**src/rtl/pipe_stage_reg_pkg.sv**
```systemverilog
// Shared constants and stall-slice decode for the generalised pipeline stage register.
package pipe_stage_reg_pkg;

    localparam logic RstEnable = 1'b1;
    localparam logic Stop      = 1'b1;
    localparam logic NoStop    = 1'b0;
    localparam logic [31:0] ZeroWord = 32'h0000_0000;

    localparam int STALL_W_DEF  = 6;
    localparam int STAGE_IF_ID  = 1;
    localparam int STAGE_ID_EX  = 2;
    localparam int STAGE_EX_MEM = 3;
    localparam int STAGE_MEM_WB = 4;

    typedef enum logic [1:0] {
        OP_ADVANCE = 2'd0,
        OP_BUBBLE  = 2'd1,
        OP_HOLD    = 2'd2
    } stage_op_e;

    // up = own stage stalled, dn = downstream stage stalled
    function automatic stage_op_e decode_op(input logic up, input logic dn);
        if (up == NoStop) begin
            return OP_ADVANCE;
        end else if (dn == Stop) begin
            return OP_HOLD;
        end else begin
            return OP_BUBBLE;
        end
    endfunction

endpackage

```
**src/rtl/pipe_stage_reg_sat_counter.sv**
```systemverilog
// Saturating up-counter used for the stage's bubble and hold statistics.
module sat_counter
    import pipe_stage_reg_pkg::*;
#(
    parameter int W = 16
) (
    input  logic         clk,
    input  logic         rst,
    input  logic         inc_i,
    output logic [W-1:0] count_o
);

    logic [W-1:0] count_q;
    logic [W-1:0] count_d;

    always_comb begin
        count_d = count_q;
        if (inc_i && (count_q != {W{1'b1}})) begin
            count_d = count_q + W'(1);
        end
    end

    always_ff @(posedge clk) begin
        if (rst == RstEnable) begin
            count_q <= '0;
        end else begin
            count_q <= count_d;
        end
    end

    assign count_o = count_q;

endmodule

```
**src/rtl/pipe_stage_reg.sv**
```systemverilog
// Inter-stage pipeline register: payload + valid, stall-slice decode, flush, optional skid entry.
module pipe_stage_reg
    import pipe_stage_reg_pkg::*;
#(
    parameter int DATA_W  = 64,
    parameter int STAGE   = STAGE_IF_ID,
    parameter int STALL_W = STALL_W_DEF,
    parameter int SKID    = 1,
    parameter int CNT_W   = 16
) (
    input  logic               clk,
    input  logic               rst,
    input  logic [STALL_W-1:0] stall_i,
    input  logic               flush_i,
    input  logic               in_valid_i,
    input  logic [DATA_W-1:0]  in_data_i,
    output logic               in_ready_o,
    output logic               out_valid_o,
    output logic [DATA_W-1:0]  out_data_o,
    output logic               skid_full_o,
    output logic [CNT_W-1:0]   bubble_cnt_o,
    output logic [CNT_W-1:0]   hold_cnt_o
);

    localparam bit HasSkid = (SKID != 0);

    logic      up;
    logic      dn;
    stage_op_e op;
    logic      stall_unused;

    assign up = stall_i[STAGE];
    assign dn = stall_i[STAGE+1];
    assign op = decode_op(up, dn);
    // Only the two bits of our own slice matter; the rest belong to other stages.
    assign stall_unused = ^stall_i;

    logic              out_valid_q, out_valid_d;
    logic [DATA_W-1:0] out_data_q,  out_data_d;
    logic              skid_full_q, skid_full_d;
    logic [DATA_W-1:0] skid_data_q, skid_data_d;

    always_comb begin
        out_valid_d = out_valid_q;
        out_data_d  = out_data_q;
        skid_full_d = skid_full_q;
        skid_data_d = skid_data_q;
        if (flush_i) begin
            out_valid_d = 1'b0;
            out_data_d  = '0;
            skid_full_d = 1'b0;
            skid_data_d = '0;
        end else begin
            unique case (op)
                OP_ADVANCE: begin
                    if (skid_full_q) begin
                        out_valid_d = 1'b1;
                        out_data_d  = skid_data_q;
                        skid_full_d = 1'b0;
                        skid_data_d = '0;
                    end else begin
                        out_valid_d = in_valid_i;
                        out_data_d  = in_valid_i ? in_data_i : '0;
                    end
                end
                OP_BUBBLE: begin
                    out_valid_d = 1'b0;
                    out_data_d  = '0;
                end
                default: ;
            endcase
            // A producer that cannot hold its output parks one word here while we stall.
            if (HasSkid && (op != OP_ADVANCE) && in_valid_i && !skid_full_q) begin
                skid_full_d = 1'b1;
                skid_data_d = in_data_i;
            end
        end
    end

    always_ff @(posedge clk) begin
        if (rst == RstEnable) begin
            out_valid_q <= 1'b0;
            out_data_q  <= '0;
            skid_full_q <= 1'b0;
            skid_data_q <= '0;
        end else begin
            out_valid_q <= out_valid_d;
            out_data_q  <= out_data_d;
            skid_full_q <= skid_full_d;
            skid_data_q <= skid_data_d;
        end
    end

    assign in_ready_o  = HasSkid ? (!skid_full_q && !flush_i) : (!up && !flush_i);
    assign out_valid_o = out_valid_q;
    assign out_data_o  = out_data_q;
    assign skid_full_o = skid_full_q;

    logic bubble_inc;
    logic hold_inc;

    assign bubble_inc = !flush_i && (op == OP_BUBBLE);
    assign hold_inc   = !flush_i && (op == OP_HOLD);

    sat_counter #(.W(CNT_W)) u_bubble_cnt (
        .clk     (clk),
        .rst     (rst),
        .inc_i   (bubble_inc),
        .count_o (bubble_cnt_o)
    );

    sat_counter #(.W(CNT_W)) u_hold_cnt (
        .clk     (clk),
        .rst     (rst),
        .inc_i   (hold_inc),
        .count_o (hold_cnt_o)
    );

endmodule
```
**config.mk**
```make
export PLATFORM = sky130hd
export DESIGN_NAME = pipe_stage_reg
export DESIGN_NICKNAME = d
export VERILOG_FILES = /design/src/rtl/pipe_stage_reg_pkg.sv /design/src/rtl/pipe_stage_reg_sat_counter.sv /design/src/rtl/pipe_stage_reg.sv
export SDC_FILE = /design/constraint.sdc
export NUM_CORES = 1
export LEC_CHECK = 0
export ABC_CLOCK_PERIOD_IN_PS = 4100
export BUFFER_PORTS_ARGS = -buffer_cell sky130_fd_sc_hd__buf_2
export CORE_UTILIZATION = 35
export CTS_CLUSTER_SIZE = 8
export DETAILED_ROUTE_END_ITERATION = 10
export SYNTH_ARGS = -nofsm -noshare
export SYNTH_HDL_FRONTEND = slang
export SYNTH_HIERARCHICAL = 1
export SYNTH_SLANG_ARGS = --single-unit
```
**constraint.sdc**
```tcl
create_clock -name clk -period 4.1 [get_ports clk]
set_input_delay 0.205 -clock clk [delete_from_list [all_inputs] [get_ports clk]]
set_output_delay 0.205 -clock clk [all_outputs]
set_load 0.005 [all_outputs]
```
==> metrics.txt <==
status completed; relative slew slack 31.9%; VDD IR-drop max ~0.00023 V; Critical Path Fanout Max 40; # clock sinks 162; initial antenna violation count 2; wirelength, routed approximately 20 mm; Reg clk slew, reported paths 0.07 ns; post-synthesis cell area 7110 um2; Synth-to-Final Area Change 20.0%; total core area 19700 um2; width of the die between 100 and 150 um; Vias slightly below 7000; Post-CTS Hold Fix Bufs 0; All-Layer GR Usage between 10% and 20%; Worst Skew roughly 0.01 ns; GP Congestion between 0.7 and 0.8; Hold WC Path Type in -> reg; flops & latches, synth approximately 160; internal power roughly 0.0025 W; min-delay src in_data_i[25]; clock tree buffer depth 2; number of I/O pins about 170; Slew Limit Fails 0; crit path kind reg -> reg; DR iter-0 viols between 400 and 500; Hold EP skid_data_q[25]; share of layout cells above drive strength 1 ~22%; # rows 51; design area ~8500 um2; Synth area leaders dfxtp_1, nand3_1, nand2_1, nand3b_1, a21oi_1; htree depth 4; crit end category flop; nets approximately 1100; Synth top area share between 40 and 50%; die height between 100 and 150 um; Residual DRC 0; R2R depth 4; GR Overflow Total 0; vias in the first global route between 6000 and 7000; first-pass GRT wire length about 31 mm; clock latency on the worst-skew pair approximately 0.42 ns; area of placed instances 7940 um2; max cap viols 0; Clk pwr share about 46%; Num CTS Buffers 17; flop2flop setup slack around 2.0 ns; HPWL Detailed approximately 12 mm; Synth Area per Inst between 8 and 9 um2; RSZ-0062 raised after global routing false; Hold Path Depth 3; fin worst setup slack between 1.5 and 2 ns; Mapped Cells around 860; Yosys warnings 6; register share of total power between 40% and 50%; FF-to-FF End skid_data_q[22]; Sw Pwr 0.000873 W; crit start category flop; Final Cycle Share 52.2%; final setup fails 0; Vias/cell between 5 and 6; pwr/cell area about 400 nW/um2; dpl cells approximately 1200; Starting Density a little over a third; IO Port Bufs ~170; die area 20900 um2; Slew @ Worst Pin about 1.0 ns; min Tclk post-route ~2.1 ns; CTS resizes 0; wire per inst approximately 16 um; Combinational Power Share between 6 and 7%; Fin. Hold Viols 0; CTS root buf clkbuf_16; Fmax 467 MHz; Switching Share 25.5%; DR pass1 iterations 5; Post-CTS Setup Inserts 0; Seq/Total Area, Yosys between 40% and 50%; Worst Path Required about 4.4 ns; P_leak slightly above 3 nW; CTS tree built; worst r2r src skid_full_o; Final Instance Count excl. Fillers 1258; Cell variety after synth 40; largest net degree at the start of global routing 110; Setup Slack @ Placement 1.56 ns; post-route ant nets 0; net count after synthesis approximately 940; Post-Route Setup TNS 0 ns; Synth area leader dfxtp_1; Critical Path AT between 2 and 2.5 ns
[worst max-delay path, cell delays in order (launching register included)]
cell,delay (ns)
dfxtp_2,0.75
nand2b_2,0.52
buf_4,0.45
nand3_1,0.16
a21oi_1,0.07
[worst max path at each step]
stage	start	endpoint	slack [ns]	cells after the start
final	skid_full_o	skid_data_q[22]	1.96	4
after global routing	skid_full_o	skid_data_q[34]	1.76	4
after CTS	skid_full_o	skid_data_q[36]	1.94	4
after detailed placement	stall_i[2]	u_bubble_cnt/count_o[11]	1.56	5
after global placement	stall_i[2]	u_bubble_cnt/count_o[11]	1.62	5
after floorplan	stall_i[1]	u_bubble_cnt/count_o[7]	2.03	8
[metrics by stage]
| step | hold WS [ns] | utilization [%] | total power [W] |
|---|---|---|---|
| 3_5_place_dp | 0.460 | 40.3 | 0.00189 |
| 3_3_place_gp | 0.454 | 40.3 | 0.00189 |
| 2_1_floorplan | 0.341 | - | 0.00180 |
| 6_report | 0.0230 | 43.3 | 0.00342 |
| 4_1_cts | 0.00419 | 43.2 | 0.00347 |
| 5_1_grt | 0.00132 | 43.2 | 0.00356 |
[state kept, by name, indices dropped and copies added (netlist names)]
register,cells
out_data_o,64
out_valid_o,1
skid_data_q,64
skid_full_o,1
u_bubble_cnt/count_o,16
u_hold_cnt/count_o,16
[layout make-up]
| type | count | area, um2 |
|---|---|---|
| tap | 265 | 332 |
| antenna | 3 | 7.51 |
| inverter | 6 | 22.5 |
| timing repair buffer | 177 | 923 |
| fill | 2059 | 11200 |
| clock inverter | 14 | 140 |
| multi-input combinational | 613 | 3420 |
| clock buffer | 18 | 439 |
| sequential | 162 | 3240 |
[Yosys cell counts (all sizes together)]
cell type,n
or4,14
nor3b,2
inv,6
and4,6
nand3b,67
nor2b,4
a211oi,1
dfxtp,162
nor4,6
o41ai,2
o21a,2
or2,1
clkbuf,31
a21oi,84
buf,50
nand2,143
o311ai,2
o31ai,12
or3,6
xnor2,4
nor4bb,2
nor2,14
mux2i,2
a31oi,64
ha,2
and3,2
and3b,2
nand2b,1
nand3,140
nor3,9
o21ai,9
mux2,2
nand4,8
[layer usage]
metal | track usage, % | share of wire (%) | routed length [um]
met5 | 0 | 0 | 0
met4 | 5.87 | 0.88 | 175
met1 | 23.9 | 45 | 9070
met2 | 31.1 | 47 | 9440
met3 | 5.43 | 6.3 | 1250
[power groups by stage]
stage	registers (W)	clock network (W)	logic (W)
6_report	0.00162	0.00157	0.000232
5_1_grt	0.00162	0.00169	0.000259
4_1_cts	0.00162	0.00161	0.000237
3_5_place_dp	0.00165	0	0.000236
3_3_place_gp	0.00165	0	0.000236
2_1_floorplan	0.00165	0	0.000150
[cell families (layout without fill, tap and decap cells)]
group           after synthesis  count (layout)  synth area share, %
mux                           4               4                0.598
flops                       162             162                 45.6
other cells                   0               3                    0
fa+ha+maj                     2               2                0.352
compound gates              176             176                 14.3
buf+inv                      87             215                 6.46
simple gates                427             427                 32.2
xor+xnor                      4               4                0.493
[placed cells by master, fill, tap and decap left out, drive strengths merged, types with 2 or more instances in the layout]
cell	Yosys	final
o21ai	9	9
nand2	143	143
inv	6	13
mux2	2	2
or4	14	14
nand3b	67	67
buf	50	177
diode	0	3
o31ai	12	12
nand3	140	140
clkbuf	31	18
nand4	8	8
ha	2	2
mux2i	2	2
nor2	14	14
a31oi	64	64
and3b	2	2
and3	2	2
a21oi	84	84
xnor2	4	4
clkinvlp	0	5
o41ai	2	2
o21a	2	2
nor4bb	2	2
o311ai	2	2
or3	6	6
dfxtp	162	162
nor3	9	9
and4	6	6
nor4	6	6
nor2b	4	4
nor3b	2	2
Power figures use the tool's default switching activity.
